<file path="src/rtl/fetch_stage.sv">
// Instruction-fetch stage: owns the PC, addresses a synchronous instruction ROM and
// loads the IF/ID register, with stall hold and redirect/flush from a later stage.
module fetch_stage #(
  parameter int                     PC_WIDTH    = 64,
  parameter int                     INSTR_WIDTH = 32,
  parameter logic [PC_WIDTH-1:0]    RESET_PC    = '0,
  parameter logic [PC_WIDTH-1:0]    PC_STEP     = PC_WIDTH'(1),
  parameter logic [INSTR_WIDTH-1:0] NOP_INSTR   = INSTR_WIDTH'(32'hD503201F)
) (
  input  logic                   clock,
  input  logic                   reset,
  input  logic                   stall,
  input  logic                   redirect_en,
  input  logic [PC_WIDTH-1:0]    redirect_pc,
  output logic [PC_WIDTH-1:0]    imem_addr,
  input  logic [INSTR_WIDTH-1:0] imem_data,
  output logic [PC_WIDTH-1:0]    if_id_pc,
  output logic [INSTR_WIDTH-1:0] if_id_instr,
  output logic                   if_id_valid,
  output logic [31:0]            fetch_count
);

  logic [PC_WIDTH-1:0]    fetch_pc_reg, fetch_pc_next;
  logic [PC_WIDTH-1:0]    pend_pc_reg, pend_pc_next;
  logic                   pend_valid_reg, pend_valid_next;
  logic [PC_WIDTH-1:0]    if_id_pc_reg, if_id_pc_next;
  logic [INSTR_WIDTH-1:0] if_id_instr_reg, if_id_instr_next;
  logic                   if_id_valid_reg, if_id_valid_next;
  logic [31:0]            fetch_count_reg, fetch_count_next;
  logic                   hold;

  assign hold = stall && !redirect_en;

  // Replaying the pending address while stalled keeps imem_data paired with pend_pc.
  assign imem_addr = hold ? pend_pc_reg : fetch_pc_reg;

  always_comb begin
    fetch_pc_next    = fetch_pc_reg;
    pend_pc_next     = pend_pc_reg;
    pend_valid_next  = pend_valid_reg;
    if_id_pc_next    = if_id_pc_reg;
    if_id_instr_next = if_id_instr_reg;
    if_id_valid_next = if_id_valid_reg;
    fetch_count_next = fetch_count_reg;
    if (redirect_en) begin
      fetch_pc_next    = redirect_pc;
      pend_valid_next  = 1'b0;
      if_id_pc_next    = '0;
      if_id_instr_next = NOP_INSTR;
      if_id_valid_next = 1'b0;
    end else if (!stall) begin
      fetch_pc_next    = fetch_pc_reg + PC_STEP;
      pend_pc_next     = fetch_pc_reg;
      pend_valid_next  = 1'b1;
      if_id_pc_next    = pend_pc_reg;
      if_id_instr_next = pend_valid_reg ? imem_data : NOP_INSTR;
      if_id_valid_next = pend_valid_reg;
      fetch_count_next = fetch_count_reg + 32'(pend_valid_reg);
    end
  end

  always_ff @(posedge clock) begin
    if (reset) begin
      fetch_pc_reg    <= RESET_PC;
      pend_pc_reg     <= '0;
      pend_valid_reg  <= 1'b0;
      if_id_pc_reg    <= '0;
      if_id_instr_reg <= NOP_INSTR;
      if_id_valid_reg <= 1'b0;
      fetch_count_reg <= '0;
    end else begin
      fetch_pc_reg    <= fetch_pc_next;
      pend_pc_reg     <= pend_pc_next;
      pend_valid_reg  <= pend_valid_next;
      if_id_pc_reg    <= if_id_pc_next;
      if_id_instr_reg <= if_id_instr_next;
      if_id_valid_reg <= if_id_valid_next;
      fetch_count_reg <= fetch_count_next;
    end
  end

  assign if_id_pc    = if_id_pc_reg;
  assign if_id_instr = if_id_instr_reg;
  assign if_id_valid = if_id_valid_reg;
  assign fetch_count = fetch_count_reg;

endmodule

</file>
<file path="config.mk">
export PLATFORM = sky130hd
export DESIGN_NAME = fetch_stage
export DESIGN_NICKNAME = d
export VERILOG_FILES = /design/src/rtl/fetch_stage.sv
export SDC_FILE = /design/constraint.sdc
export NUM_CORES = 1
export LEC_CHECK = 0
export ABC_AREA = 1
export CORE_ASPECT_RATIO = 1.1
export CORE_UTILIZATION = 46
export DETAILED_ROUTE_END_ITERATION = 6
export PLACE_DENSITY = 0.77
export REMOVE_ABC_BUFFERS = 1
export SYNTH_ARGS = -nofsm -noshare
export SYNTH_HDL_FRONTEND = slang
export SYNTH_SLANG_ARGS = --single-unit
</file>
<file path="constraint.sdc">
create_clock -name clock -period 1.6 [get_ports clock]
set_clock_uncertainty 0.1 [all_clocks]
set_input_delay 0.16 -clock clock [delete_from_list [all_inputs] [get_ports clock]]
set_output_delay 0.16 -clock clock [all_outputs]
set_load 0.005 [all_outputs]
</file>
==> flow_summary_export.csv <==
group,metric,value,unit
floorplanning,core,0.0270,mm²
sta,fin_ws,-0.303,ns
run_status,outcome,"complete, but fails checks",
placement,placed_cell_area,0.0176,mm²
yosys,netlist_top_cells_count,"nand2_1, nor2_1, dfxtp_1",
run_status,violations,"setup timing",
yosys,yosys.area.top_type_share,40.7,%
global_routing,first_global_vias,15200,
yosys,ys.flop_type,"dfxtp_1",
yosys,avgSynthCellArea,6.41,µm²
pwr,ir_drop,0.655,mV
floorplanning,chipHeight,176,µm
setup_path,critPathMaxStageDelay,0.32,ns
clock_tree,cts_sinks,258,
yosys,synth_top_family_by_area,"simple AND/OR/NAND/NOR gates",
routing,num_vias,16200,
yosys,yosysSeqAreaShare,40.7,%
sta,slew_headroom,55.7,%
global_routing,grt_util_all_layers,33.0,%
sta,setup-violations-final,85,
sta,rsz0062_at_grt,"yes",
floorplanning,dieArea,0.0283,mm²
placement,place.gp.congestion,0.945,
clock_tree,cts_buffers,29,
setup_path,worst_ep_required_time,1.95,ns
global_routing,grt_overflow,0,
yosys,synthAdderAreaFrac,0.295,%
yosys,synth.largest_area_cell,"dfxtp_1",
finish,fin_area,0.0203,mm²
routing,first_pass_iters,7,
setup_path,cpMaxStageDelayCell,"dfxtp_2",
finish,nNetsFinal,2623,
floorplanning,die_w,160,µm
yosys,synth-xor-area-share,0.207,%
floorplanning,start_util,47.0,%
placement,hpwl,32.9,mm
yosys,synth_edf_count,0,
finish,fin_util,75.0,%
finish,drive_gt1_share,32.3,%
yosys,ys_types,40,
setup_path,crit_arrival,2.25,ns
yosys,async_reset_ff_share,0,%
routing,final_antenna_net_count,0,
setup_path,startpoint_type,"flop",
global_routing,antenna_found_initial,1,
yosys,synthTopCellsByArea,"dfxtp_1, nand2_1, nor2_1",
routing,vias_per_cell,5.59,
sta,period_needed,1.90,ns
yosys,synth-simple-area-share,34.1,%
yosys,syn_area,0.0127,mm²
clock_tree,ctsHtreeMaxLevel,1,
clock_tree,cts_root_buf,"clkbuf_16",
clock_tree,clkTransAtPathRegs,0.06,ns
yosys,yosysMostFrequentCell,"nand2_1",
yosys,ys.warnings.count,0,
routing,drt-total-wl,52.9,mm
routing,drtIter0Drc,1523,
routing,post_drt_wl_per_cell,18.2,µm
placement,port_buffers,292,
run,cap_violations,0,
setup_path,critPathMaxFanout,3,
sta,holdWs,0.0663,ns
global_routing,grt_pass1_wl,76.0,mm
global_routing,grt_max_degree,88,
setup_path,critical_path.cell_chain,"buf_4, nand2_4, nor2_4, nand2_2, nor2_4, buf_6, buf_6, nand3_1, a21oi_1, nand2_1, nand2_1, inv_1",
clock_tree,clockBufferDepth,3,
finish,area_growth,59.5,%
sta,worst_pin_slew,0.664,ns
routing,drc,0,
setup_path,end_kind,"flop",
yosys,synth_compound_area_share,15.0,%
yosys,syn-instance-count,1982,
floorplanning,rows,63,
sta,maxSlewViolCount,0,
yosys,synth_mux_area_share,0,%
pwr,power_density,775,mW/mm²
floorplanning,ios,293,
yosys,yosys_register_bits,258,
clock_tree,clock_latency,0.56,ns
sta,hold_viol_final,0,
setup_path,path_class,"flop to flop",
hold_path,hold_class,"primary input to flop",
pwr,leakage,9.21,nW
sta,period_share,119,%
clock_tree,cts_tree,"yes",
sta,max_freq,526,MHz
[path summary, 6_finish.rpt]
check	cells past startpoint	startpoint	to	slack (ns)
worst max register to register	12	fetch_pc_reg[8]	fetch_pc_reg[47]	-0.30
worst min-delay path	3	imem_data[22]	if_id_instr[22]	0.07
worst max-delay path	12	fetch_pc_reg[8]	fetch_pc_reg[47]	-0.30
worst min register to register	2	if_id_pc[5]	if_id_pc[5]	0.36
[cell type report]
cell class / count / area (µm²)
Clock buffer: 41 / 841
Inverter: 222 / 865
Clock inverter: 11 / 88.8
Antenna cell: 1 / 2.50
Fill cell: 1938 / 6770
Tap cell: 357 / 447
Sequential cell: 258 / 5350
Multi-Input combinational cell: 1406 / 7450
Timing Repair Buffer: 603 / 5220
[metal layers]
| layer | global-route usage (%) | vias up | part of all wire [%] |
|---|---|---|---|
| met5 | 0 | - | 0 |
| met4 | 16.7 | 0 | 6.0 |
| met3 | 4.96 | 275 | 9.0 |
| met2 | 57.5 | 989 | 48 |
| met1 | 39.5 | 7553 | 37 |
| li1 | - | 7399 | - |
[worst max-delay path, delay by kind of cell, from the launching register on]
kind,cells,cell delay (ns)
compound gates,1,0.14
simple gates,7,0.78
flops,1,0.32
buf+inv,4,0.45
[power by group]
part	internal (W)	switching, W
clock network	0.00380	0.00279
logic	0.00102	0.00123
registers	0.00667	0.000197
total	0.0115	0.00422
[layout by cell type (no fill, tap or decap), types with 19 or more instances in the layout]
| master | n |
|---|---|
| nor2_4 | 37 |
| buf_6 | 59 |
| clkdlybuf4s50_1 | 96 |
| buf_2 | 61 |
| nand2_2 | 58 |
| dfxtp_2 | 76 |
| inv_1 | 187 |
| o21ai_2 | 43 |
| nand2_1 | 514 |
| a211oi_1 | 30 |
| dfxtp_4 | 24 |
| nand3_2 | 27 |
| clkbuf_16 | 30 |
| dlygate4sd2_1 | 128 |
| dfxtp_1 | 158 |
| buf_4 | 233 |
| nand4_1 | 25 |
| a21oi_1 | 99 |
| nand3b_1 | 19 |
| nor2_1 | 213 |
| nor2_2 | 51 |
| inv_2 | 23 |
| o21ai_0 | 118 |
| o21ai_1 | 22 |
| nand3_1 | 62 |
[kinds of logic (layout without fill, tap and decap cells)]
kind of cell | Yosys count | count (layout)
other cells | 0 | 1
xor+xnor | 3 | 3
flops | 258 | 258
buf+inv | 318 | 877
simple gates | 1049 | 1049
fa+ha+maj | 3 | 3
compound gates | 351 | 351
[per-stage QoR]
| step | total power, W | TNS, ns | instances | setup slack (ns) |
|---|---|---|---|---|
| 2_1_floorplan | 0.00774 | -316.33 | 1886 | -2.20 |
| 3_3_place_gp | 0.00903 | -14.42 | 2772 | -0.261 |
| 3_5_place_dp | 0.00906 | -20.39 | 2772 | -0.261 |
| 4_1_cts | 0.0155 | -3.47 | 2878 | -0.176 |
| 5_1_grt | 0.0162 | -16.67 | 2899 | -0.381 |
| 6_report | 0.0157 | -11.78 | 2899 | -0.303 |
[repair_timing]
item	CTS	global route
setup endpoints to repair	264	126
setup buffers	53	26
cloned	0	1
hold endpoints to repair	1	0
resized for setup	704	267
pin swaps	57	80
hold buffers	1	0
No activity file was read; power rests on OpenSTA's default activity.
